===== src/rtl/mem_access_unit.sv =====
// LSU-side front end for a byte-per-entry SRAM: one masked write per store,
// and loads built from sequential single-byte reads, then zero- or sign-extended.
module mem_access_unit #(
    parameter int ADDR_WIDTH = 13,
    parameter int DATA_WIDTH = 32,
    parameter int NUM_WMASKS = 4
) (
    input  logic                  clk,
    input  logic                  rst,
    input  logic                  req_valid,
    output logic                  req_ready,
    input  logic                  req_we,
    input  logic [1:0]            req_size,
    input  logic                  req_unsigned,
    input  logic [ADDR_WIDTH-1:0] req_addr,
    input  logic [DATA_WIDTH-1:0] req_wdata,
    output logic                  rsp_valid,
    output logic [DATA_WIDTH-1:0] rsp_rdata,
    output logic                  mem_csb,
    output logic                  mem_web,
    output logic [NUM_WMASKS-1:0] mem_wmask,
    output logic [ADDR_WIDTH-1:0] mem_addr,
    output logic [DATA_WIDTH-1:0] mem_din,
    input  logic [DATA_WIDTH-1:0] mem_dout
);

    localparam int CNT_W = (NUM_WMASKS > 1) ? $clog2(NUM_WMASKS) : 1;

    typedef enum logic [2:0] {
        S_IDLE,
        S_WRITE,
        S_WDRAIN,
        S_READ,
        S_DONE
    } state_t;

    function automatic logic [NUM_WMASKS-1:0] lane_mask(input logic [1:0] size);
        case (size)
            2'b00:   lane_mask = NUM_WMASKS'(1);
            2'b01:   lane_mask = NUM_WMASKS'(3);
            default: lane_mask = '1;
        endcase
    endfunction

    function automatic logic [DATA_WIDTH-1:0] byte_expand(input logic [NUM_WMASKS-1:0] m);
        byte_expand = '0;
        for (int i = 0; i < NUM_WMASKS; i++) begin
            byte_expand[8*i +: 8] = {8{m[i]}};
        end
    endfunction

    function automatic logic [CNT_W-1:0] last_index(input logic [1:0] size);
        case (size)
            2'b00:   last_index = CNT_W'(0);
            2'b01:   last_index = CNT_W'(1);
            default: last_index = CNT_W'(NUM_WMASKS - 1);
        endcase
    endfunction

    state_t                  state;
    state_t                  state_next;
    logic [1:0]              size_q;
    logic                    zext_q;
    logic [NUM_WMASKS-1:0]   wmask_q;
    logic [CNT_W-1:0]        cnt;
    logic [DATA_WIDTH-1:0]   rdata_q;
    logic [ADDR_WIDTH-1:0]   mem_addr_q;
    logic [DATA_WIDTH-1:0]   mem_din_q;
    logic [DATA_WIDTH-1:0]   rsp_rdata_q;
    logic                    accept;
    logic                    last_capture;
    logic [DATA_WIDTH-1:0]   assembled;
    logic [DATA_WIDTH-1:0]   extended;
    logic                    unused_dout_bits;

    // Each SRAM entry carries a single byte; the upper read lanes are don't-care.
    assign unused_dout_bits = ^mem_dout[DATA_WIDTH-1:8];

    assign accept       = req_valid && req_ready;
    assign last_capture = (state == S_READ) && (cnt == last_index(size_q));

    // State register.
    // NOTE: sequential state uses non-blocking (<=) so every flop samples pre-edge values.
    always_ff @(posedge clk) begin
        if (rst) begin
            state <= S_IDLE;
        end else begin
            state <= state_next;
        end
    end

    // Next-state logic.
    always_comb begin
        // NOTE: a default before the case keeps this block free of inferred latches.
        state_next = state;
        case (state)
            S_IDLE:   if (accept) state_next = req_we ? S_WRITE : S_READ;
            S_WRITE:  state_next = S_WDRAIN;
            S_WDRAIN: state_next = S_DONE;
            S_READ:   if (last_capture) state_next = S_DONE;
            S_DONE:   state_next = S_IDLE;
            default:  state_next = S_IDLE;
        endcase
    end

    // Output decode; reset forces the idle bus so nothing leaks while rst is high.
    always_comb begin
        req_ready = 1'b0;
        rsp_valid = 1'b0;
        mem_csb   = 1'b1;
        mem_web   = 1'b0;
        mem_wmask = '0;
        if (!rst) begin
            case (state)
                S_IDLE:   req_ready = 1'b1;
                S_WRITE: begin
                    mem_csb   = 1'b0;
                    mem_web   = 1'b1;
                    mem_wmask = wmask_q;
                end
                S_WDRAIN: mem_csb = 1'b0;
                S_READ:   mem_csb = 1'b0;
                S_DONE:   rsp_valid = 1'b1;
                default:  req_ready = 1'b0;
            endcase
        end
    end

    // Drop the byte on the bus into its slot, then extend from the top loaded byte.
    always_comb begin
        assembled = rdata_q;
        assembled[{cnt, 3'b000} +: 8] = mem_dout[7:0];
        case (size_q)
            2'b00:   extended = {{(DATA_WIDTH-8){~zext_q & assembled[7]}}, assembled[7:0]};
            2'b01:   extended = {{(DATA_WIDTH-16){~zext_q & assembled[15]}}, assembled[15:0]};
            default: extended = assembled;
        endcase
    end

    // Request latch, read walker and response register.
    always_ff @(posedge clk) begin
        if (rst) begin
            size_q      <= '0;
            zext_q      <= 1'b0;
            wmask_q     <= '0;
            cnt         <= '0;
            rdata_q     <= '0;
            mem_addr_q  <= '0;
            mem_din_q   <= '0;
            rsp_rdata_q <= '0;
        end else begin
            if (accept) begin
                size_q     <= req_size;
                zext_q     <= req_unsigned;
                wmask_q    <= lane_mask(req_size);
                mem_addr_q <= req_addr;
                cnt        <= '0;
                if (req_we) begin
                    mem_din_q <= req_wdata & byte_expand(lane_mask(req_size));
                end
            end
            if (state == S_READ) begin
                rdata_q <= assembled;
                if (last_capture) begin
                    rsp_rdata_q <= extended;
                end else begin
                    cnt        <= cnt + 1'b1;
                    mem_addr_q <= mem_addr_q + 1'b1;
                end
            end
            if (state == S_WDRAIN) begin
                rsp_rdata_q <= '0;
            end
        end
    end

    assign mem_addr  = mem_addr_q;
    assign mem_din   = mem_din_q;
    assign rsp_rdata = rsp_rdata_q;

endmodule


===== config.mk =====
export PLATFORM = sky130hd
export DESIGN_NAME = mem_access_unit
export DESIGN_NICKNAME = d
export VERILOG_FILES = /design/src/rtl/mem_access_unit.sv
export SDC_FILE = /design/constraint.sdc
export NUM_CORES = 1
export LEC_CHECK = 0
export BUFFER_PORTS_ARGS = -buffer_cell sky130_fd_sc_hd__buf_2
export CAP_MARGIN = 20
export CORE_ASPECT_RATIO = 0.75
export CORE_MARGIN = 1.5
export CORE_UTILIZATION = 43
export DETAILED_ROUTE_END_ITERATION = 10
export PLACE_DENSITY = 0.81
export SLEW_MARGIN = 20
export SYNTH_ARGS = -nofsm -noshare
export SYNTH_HDL_FRONTEND = slang
export SYNTH_SLANG_ARGS = --single-unit
export TNS_END_PERCENT = 30

===== constraint.sdc =====
create_clock -name clk -period 2.5 [get_ports clk]
set_input_delay 0.125 -clock clk [delete_from_list [all_inputs] [get_ports clk]]
set_output_delay 0.125 -clock clk [all_outputs]
set_load 0.005 [all_outputs]

; ---- Word level (Yosys, flattened, before mapping)
; Cells that the tools add are included.
; W data, S select, Z words.
[totals]
ff_bits = 121
in_bits = 84
elab_cells = 64
[classes]
add_sub_neg = 3
bitwise_logic = 4
reduce_logical = 10
shift = 2
eq_ne = 9
mux = 27
[op_table]
columns = operator, count
row1 = $pmux W32 S2, 1
row2 = $mux W13, 3
row3 = $and A32 B32 Y32, 1
row4 = $bwmux W32, 1
row5 = $shift A8 B7 Y32 const A, 1
row6 = $shiftx A8 B7 Y32, 1
row7 = $mux W4, 5
row8 = $add A13 B1 Y13 const B, 1
row9 = $pmux W3 S4, 1
row10 = $mux W1, 8
row11 = $mux W2, 4
row12 = $pmux W4 S2, 1
row13 = $neg A5 Y7, 1
row14 = $eq A3 B2 Y1 const B, 2
row15 = $mux W3, 2
row16 = $reduce_and A2 Y1, 3
row17 = $eq A2 B1 Y1 const B, 2
row18 = $logic_not A2 Y1, 2
row19 = $ne A2 B2 Y1 const B, 2
row20 = $pmux W2 S2, 1
row21 = $eq A3 B1 Y1 const B, 1
row22 = $eq A3 B3 Y1 const B, 1
row23 = $logic_not A3 Y1, 1
row24 = $reduce_or A3 Y1, 1
row25 = other kinds (6), 8

; ---- Depth between registers and ports, before layout
[depth]
ltp_word = 7
mapped_depth = 9
ltp_nobuf = 6

; ---- Worst setup path before layout
; Ideal clock, no wire load.
[synth_timing]
path_type = register -> register
from = reg cnt[0]
to = reg rsp_rdata_q[16], in the netlist rsp_rdata[16]
t_required_ps = 2381
synth_period_minus_slack_ps = 2312
arrival_time_ps = 2193
setup_slack_ps = 188
n_path_buf = 3
stages_incl_launch_ff = 10
path_cell_list = dfxtp_1 -> buf_2 -> inv_1 -> ha_1 -> and4bb_1 -> buf_2 -> a311oi_2 -> o311ai_4 -> buf_6 -> o221a_2
[synth_between]
elab_chain_len = 5
word_cells_on_any_way = 10
[synth_rtl]
columns = element, line
row1 = start: declaration, 65  ; logic [CNT_W-1:0] cnt;
row2 = start signal: assignment, 167  ; cnt <= cnt + 1'b1;
row3 = $neg A5 Y7, 132  ; assembled[{cnt, 3'b000} +: 8] = mem_dout[7:0];
row4 = $shiftx A8 B7 Y32 / $shift A8 B7 Y32 (equally long branches), 132
row5 = $bwmux W32, 132
row6 = $and A1 B1 Y1 (on tied branches), "135, 134"
row7 = $pmux W32 S2, 133  ; case (size_q)
row8 = end signal: assignment, 165  ; rsp_rdata_q <= extended;
row9 = end: declaration, 69  ; logic [DATA_WIDTH-1:0] rsp_rdata_q;
; Parallel ways exist; a longest one is shown, timed or not.
; A chain may end at the register's enable or synchronous reset.

; ---- Worst setup path in the final report
[layout_timing]
from = reg cnt[1]
to = reg rsp_rdata_q[8], in the netlist rsp_rdata[8]
[layout_between]
elab_chain_len = 5
word_cells_on_any_way = 9
[layout_rtl]
columns = element, line
row1 = $neg A5 Y7, 132
row2 = $shiftx A8 B7 Y32 / $shift A8 B7 Y32 (equally long branches), 132
row3 = $bwmux W32, 132
row4 = $and A1 B1 Y1, 134  ; 2'b00: extended = {{(DATA_WIDTH-8){~zext_q & assembled[7]}}, assembled[7:0]};
row5 = $pmux W32 S2, 133
; Parallel ways exist; a longest one is shown, timed or not.

==> results.sh <==
export IMPL_outcome="complete, no violations"
export IMPL_ys_seq_area_frac=0.462
export IMPL_hold_violations=0
export IMPL_yosysWarnings=0
export IMPL_reg2reg_depth=6
export IMPL_max_stage_delay_ns=0.63
export IMPL_hpwl_um=9680
export IMPL_portBuffers=144
export IMPL_cp_num_buf_inv=1
export IMPL_synth_top_area_frac=0.462
export IMPL_cts_clk_slew_worst_paths_ns=0.06
export IMPL_h_tree_depth=4
export IMPL_top_usage_layer="met2"
export IMPL_coreArea_mm2=0.0117
export IMPL_clk_path_buf_depth=2
export IMPL_die_width_um=130
export IMPL_hold_start="req_wdata[0]"
export IMPL_final_setup_tns_ns=0
export IMPL_drv_slew=0
export IMPL_postSynth_asyncResetShare=0
export IMPL_finalSetupViolations=0
export IMPL_p_leak_nw=2.81
export IMPL_gp_congestion=0.878
export IMPL_synth_mux_area_frac=0.00771
export IMPL_swShare=0.240
export IMPL_seq_area_mm2=0.00240
export IMPL_synth_top_cell_by_area="dfxtp_1"
export IMPL_synth_avg_cell_area_um2=8.87
export IMPL_insertion_delay_ns=0.41
export IMPL_p_sw_mw=1.15
export IMPL_die_area_mm2=0.0128
export IMPL_worstSetupPathType="flip-flop to flip-flop"
export IMPL_numCtsBuffers=17
export IMPL_post_route_util=0.598
export IMPL_whs_path_depth=3
export IMPL_viasPerCell=5.57
export IMPL_synth_simple_area_share=0.215
export IMPL_worstPathMaxFanout=8
export IMPL_synthAdderAreaFrac=0.0145
export IMPL_area_growth_synth_to_final_pct=34.7
export IMPL_routedWlPerCell_um=16.3
export IMPL_routed_wl_um=15100
export IMPL_syn_area_mm2=0.00519
export IMPL_rr_endpoint="rsp_rdata[8]$_SDFFE_PP0P_"
export IMPL_yosysMostFrequentCell="dfxtp_1"
export IMPL_critPathTopFamily="compound AO/OA/AOI/OAI gates"
export IMPL_synth_common_cells="dfxtp_1, a21oi_1, nand2_1, nor2_1, nand3_1"
export IMPL_antenna_found_initial=0
export IMPL_post_cts_resized=0
export IMPL_antenna_cells=0
export IMPL_startpoint_type="flip-flop"
export IMPL_period_share=0.907
export IMPL_r2r_slack_ns=0.23
export IMPL_cp_required_ns=2.85
export IMPL_grt_max_degree=93
export IMPL_antenna_left=0
export IMPL_rsz0062_at_grt="no"
export IMPL_filler_cell_count=958
export IMPL_yosys_top_cells_area="dfxtp_1, a21oi_1, nand2_1, nand3_1, nor2_1"
export IMPL_clkSinkCount=120
export IMPL_syn_num_nets=676
export IMPL_ir_drop_mv=0.533
export IMPL_reg2reg_from="cnt[1]$_SDFF_PP0_"
export IMPL_grt_ovfl_total=0
export IMPL_multi_input_area_mm2=0.00254
export IMPL_rows=34
export IMPL_yosys_cell_types_count=54
export IMPL_grt_use_total=0.241
export IMPL_grtUsageMet1=0.302
export IMPL_firstDrtPassIters=5
export IMPL_synthCells=586
export IMPL_cap_violations=0
export IMPL_grt_pass1_vias=4928
export IMPL_tritoncts="done"
export IMPL_cp_startpoint="cnt[1]$_SDFF_PP0_"
export IMPL_max_slew_margin_rel=0.367
export IMPL_grt_util_met2=0.388
export IMPL_root_buffer="clkbuf_16"
export IMPL_cp_cell_sequence="inv_1 > ha_1 > nor2_1 > a31oi_1 > o311ai_2 > o221a_1"
export IMPL_period_minus_slack_ns=2.27
export IMPL_worstPathArrival_ns=2.62
export IMPL_endpoint_kind="flip-flop"
export IMPL_drc=0
export IMPL_tightest_slew_ns=0.949
export IMPL_synth_xor_xnor_area_share=0.00650
export IMPL_vias=5163
export IMPL_synth_ff_type="dfxtp_1"
export IMPL_p_int_mw=3.64
export IMPL_synth_compound_area_frac=0.245
export IMPL_hold_path_class="input pin to flip-flop"
export IMPL_synth_top_family_by_area="compound AO/OA/AOI/OAI gates"
export IMPL_powerDensity_mw_per_mm2=685
export IMPL_worst_path_max_delay_cell="o311ai_2"
export IMPL_grt_pass1_wl_um=24400
export IMPL_drt_iter0_drc=343
export IMPL_power_frac_seq=0.416
export IMPL_fmax_mhz=441
export IMPL_drive_gt1_frac=0.284
export IMPL_die_h_um=98.2
export IMPL_io_pins=169
export IMPL_ys_ff_latch=120
export IMPL_p_clk_frac=0.510
export IMPL_final_nets=842
export IMPL_start_util=0.444
export IMPL_combPwrFrac=0.074
export IMPL_fin_skew_ns=0.0107
export IMPL_holdPathEnd="mem_din[0]$_SDFFE_PP0P_"
export IMPL_synth_edf_count=0
export IMPL_grt_use_met3=0.0877
==> logic make-up after synthesis <==
logic type               Yosys count
flip-flops                       120
AND/OR/NAND/NOR                  223
AO/OA/AOI/OAI                    170
XOR/XNOR                           3
multiplexers                       4
buffers and inverters             60
adder cells (fa/ha/maj)            6
==> timing repair <==
action,CTS,global route
buffers inserted,0,0
hold buffers,35,0
hold endpoints to repair,35,0
==> routing by layer <==
metal / vias to the layer above / wire length [um]
met4: 0 / 225
met5: - / 0
li1: 2466 / -
met1: 2412 / 6540
met2: 261 / 7020
met3: 24 / 1340
==> power by group through the flow <==
stage / Sequential (mW) / Clock (mW) / Combinational (mW)
3_5_place_dp: 2.03 / 0 / 0.303
3_3_place_gp: 2.03 / 0 / 0.292
6_report: 2.00 / 2.44 / 0.354
2_1_floorplan: 2.03 / 0 / 0.163
5_1_grt: 2.00 / 2.57 / 0.384
4_1_cts: 1.99 / 2.46 / 0.346
==> flip-flops by register name, indices dropped and copies added (netlist names), 2 cells and up <==
name	flops
mem_din	32
rdata_q	32
rsp_rdata	32
mem_addr	13
state	3
wmask_q	3
cnt	2
size_q	2
==> worst max path at each step <==
stage	endpoint	cells after the start
2_1_floorplan	rsp_rdata[16]$_SDFFE_PP0P_	9
3_3_place_gp	rsp_rdata[31]$_SDFFE_PP0P_	6
3_5_place_dp	rsp_rdata[16]$_SDFFE_PP0P_	6
4_1_cts	rsp_rdata[23]$_SDFFE_PP0P_	6
5_1_grt	rsp_rdata[23]$_SDFFE_PP0P_	6
6_report	rsp_rdata[8]$_SDFFE_PP0P_	6
==> layout make-up <==
| type | count | area share |
|---|---|---|
| inverter | 10 | 0.00537 |
| timing repair buffer | 197 | 0.174 |
| sequential | 120 | 0.343 |
| clock buffer | 19 | 0.0647 |
| tap | 162 | 0.0290 |
| clock inverter | 13 | 0.0207 |
| multi-input combinational | 406 | 0.363 |
==> worst min-delay path, cell delays in order <==
cell,delay (ns)
buf_2,0.10
nand2_1,0.07
a21oi_1,0.07
==> through the flow <==
| stage | instance area, um2 | cells | worst slack, ns | hold WS (ns) | power, mW |
|---|---|---|---|---|---|
| 2_1_floorplan | 5190 | 586 | 0.188 | 0.261 | 2.19 |
| 3_3_place_gp | 6050 | 860 | 0.372 | 0.365 | 2.32 |
| 3_5_place_dp | 6050 | 860 | 0.239 | 0.373 | 2.34 |
| 4_1_cts | 7000 | 927 | 0.240 | 0.00194 | 4.80 |
| 5_1_grt | 7000 | 927 | 0.102 | 0.0108 | 4.95 |
| 6_report | 7000 | 927 | 0.232 | 0.0114 | 4.79 |
==> cell usage in the layout (no fill, tap or decap), types with 7 or more instances in the layout <==
master / n
buf_2: 144
dfxtp_1: 120
a21oi_1: 65
nand2_1: 55
nor2_1: 51
nand3_1: 40
dlygate4sd3_1: 35
a22oi_1: 25
nor2b_1: 20
a211oi_1: 20
clkbuf_16: 17
buf_4: 17
and2_1: 14
o221a_1: 14
o221a_2: 11
inv_1: 10
nand2b_1: 9
and3_1: 7
nor3_1: 7
a32oi_1: 7
(Power assumes the default switching activity.)
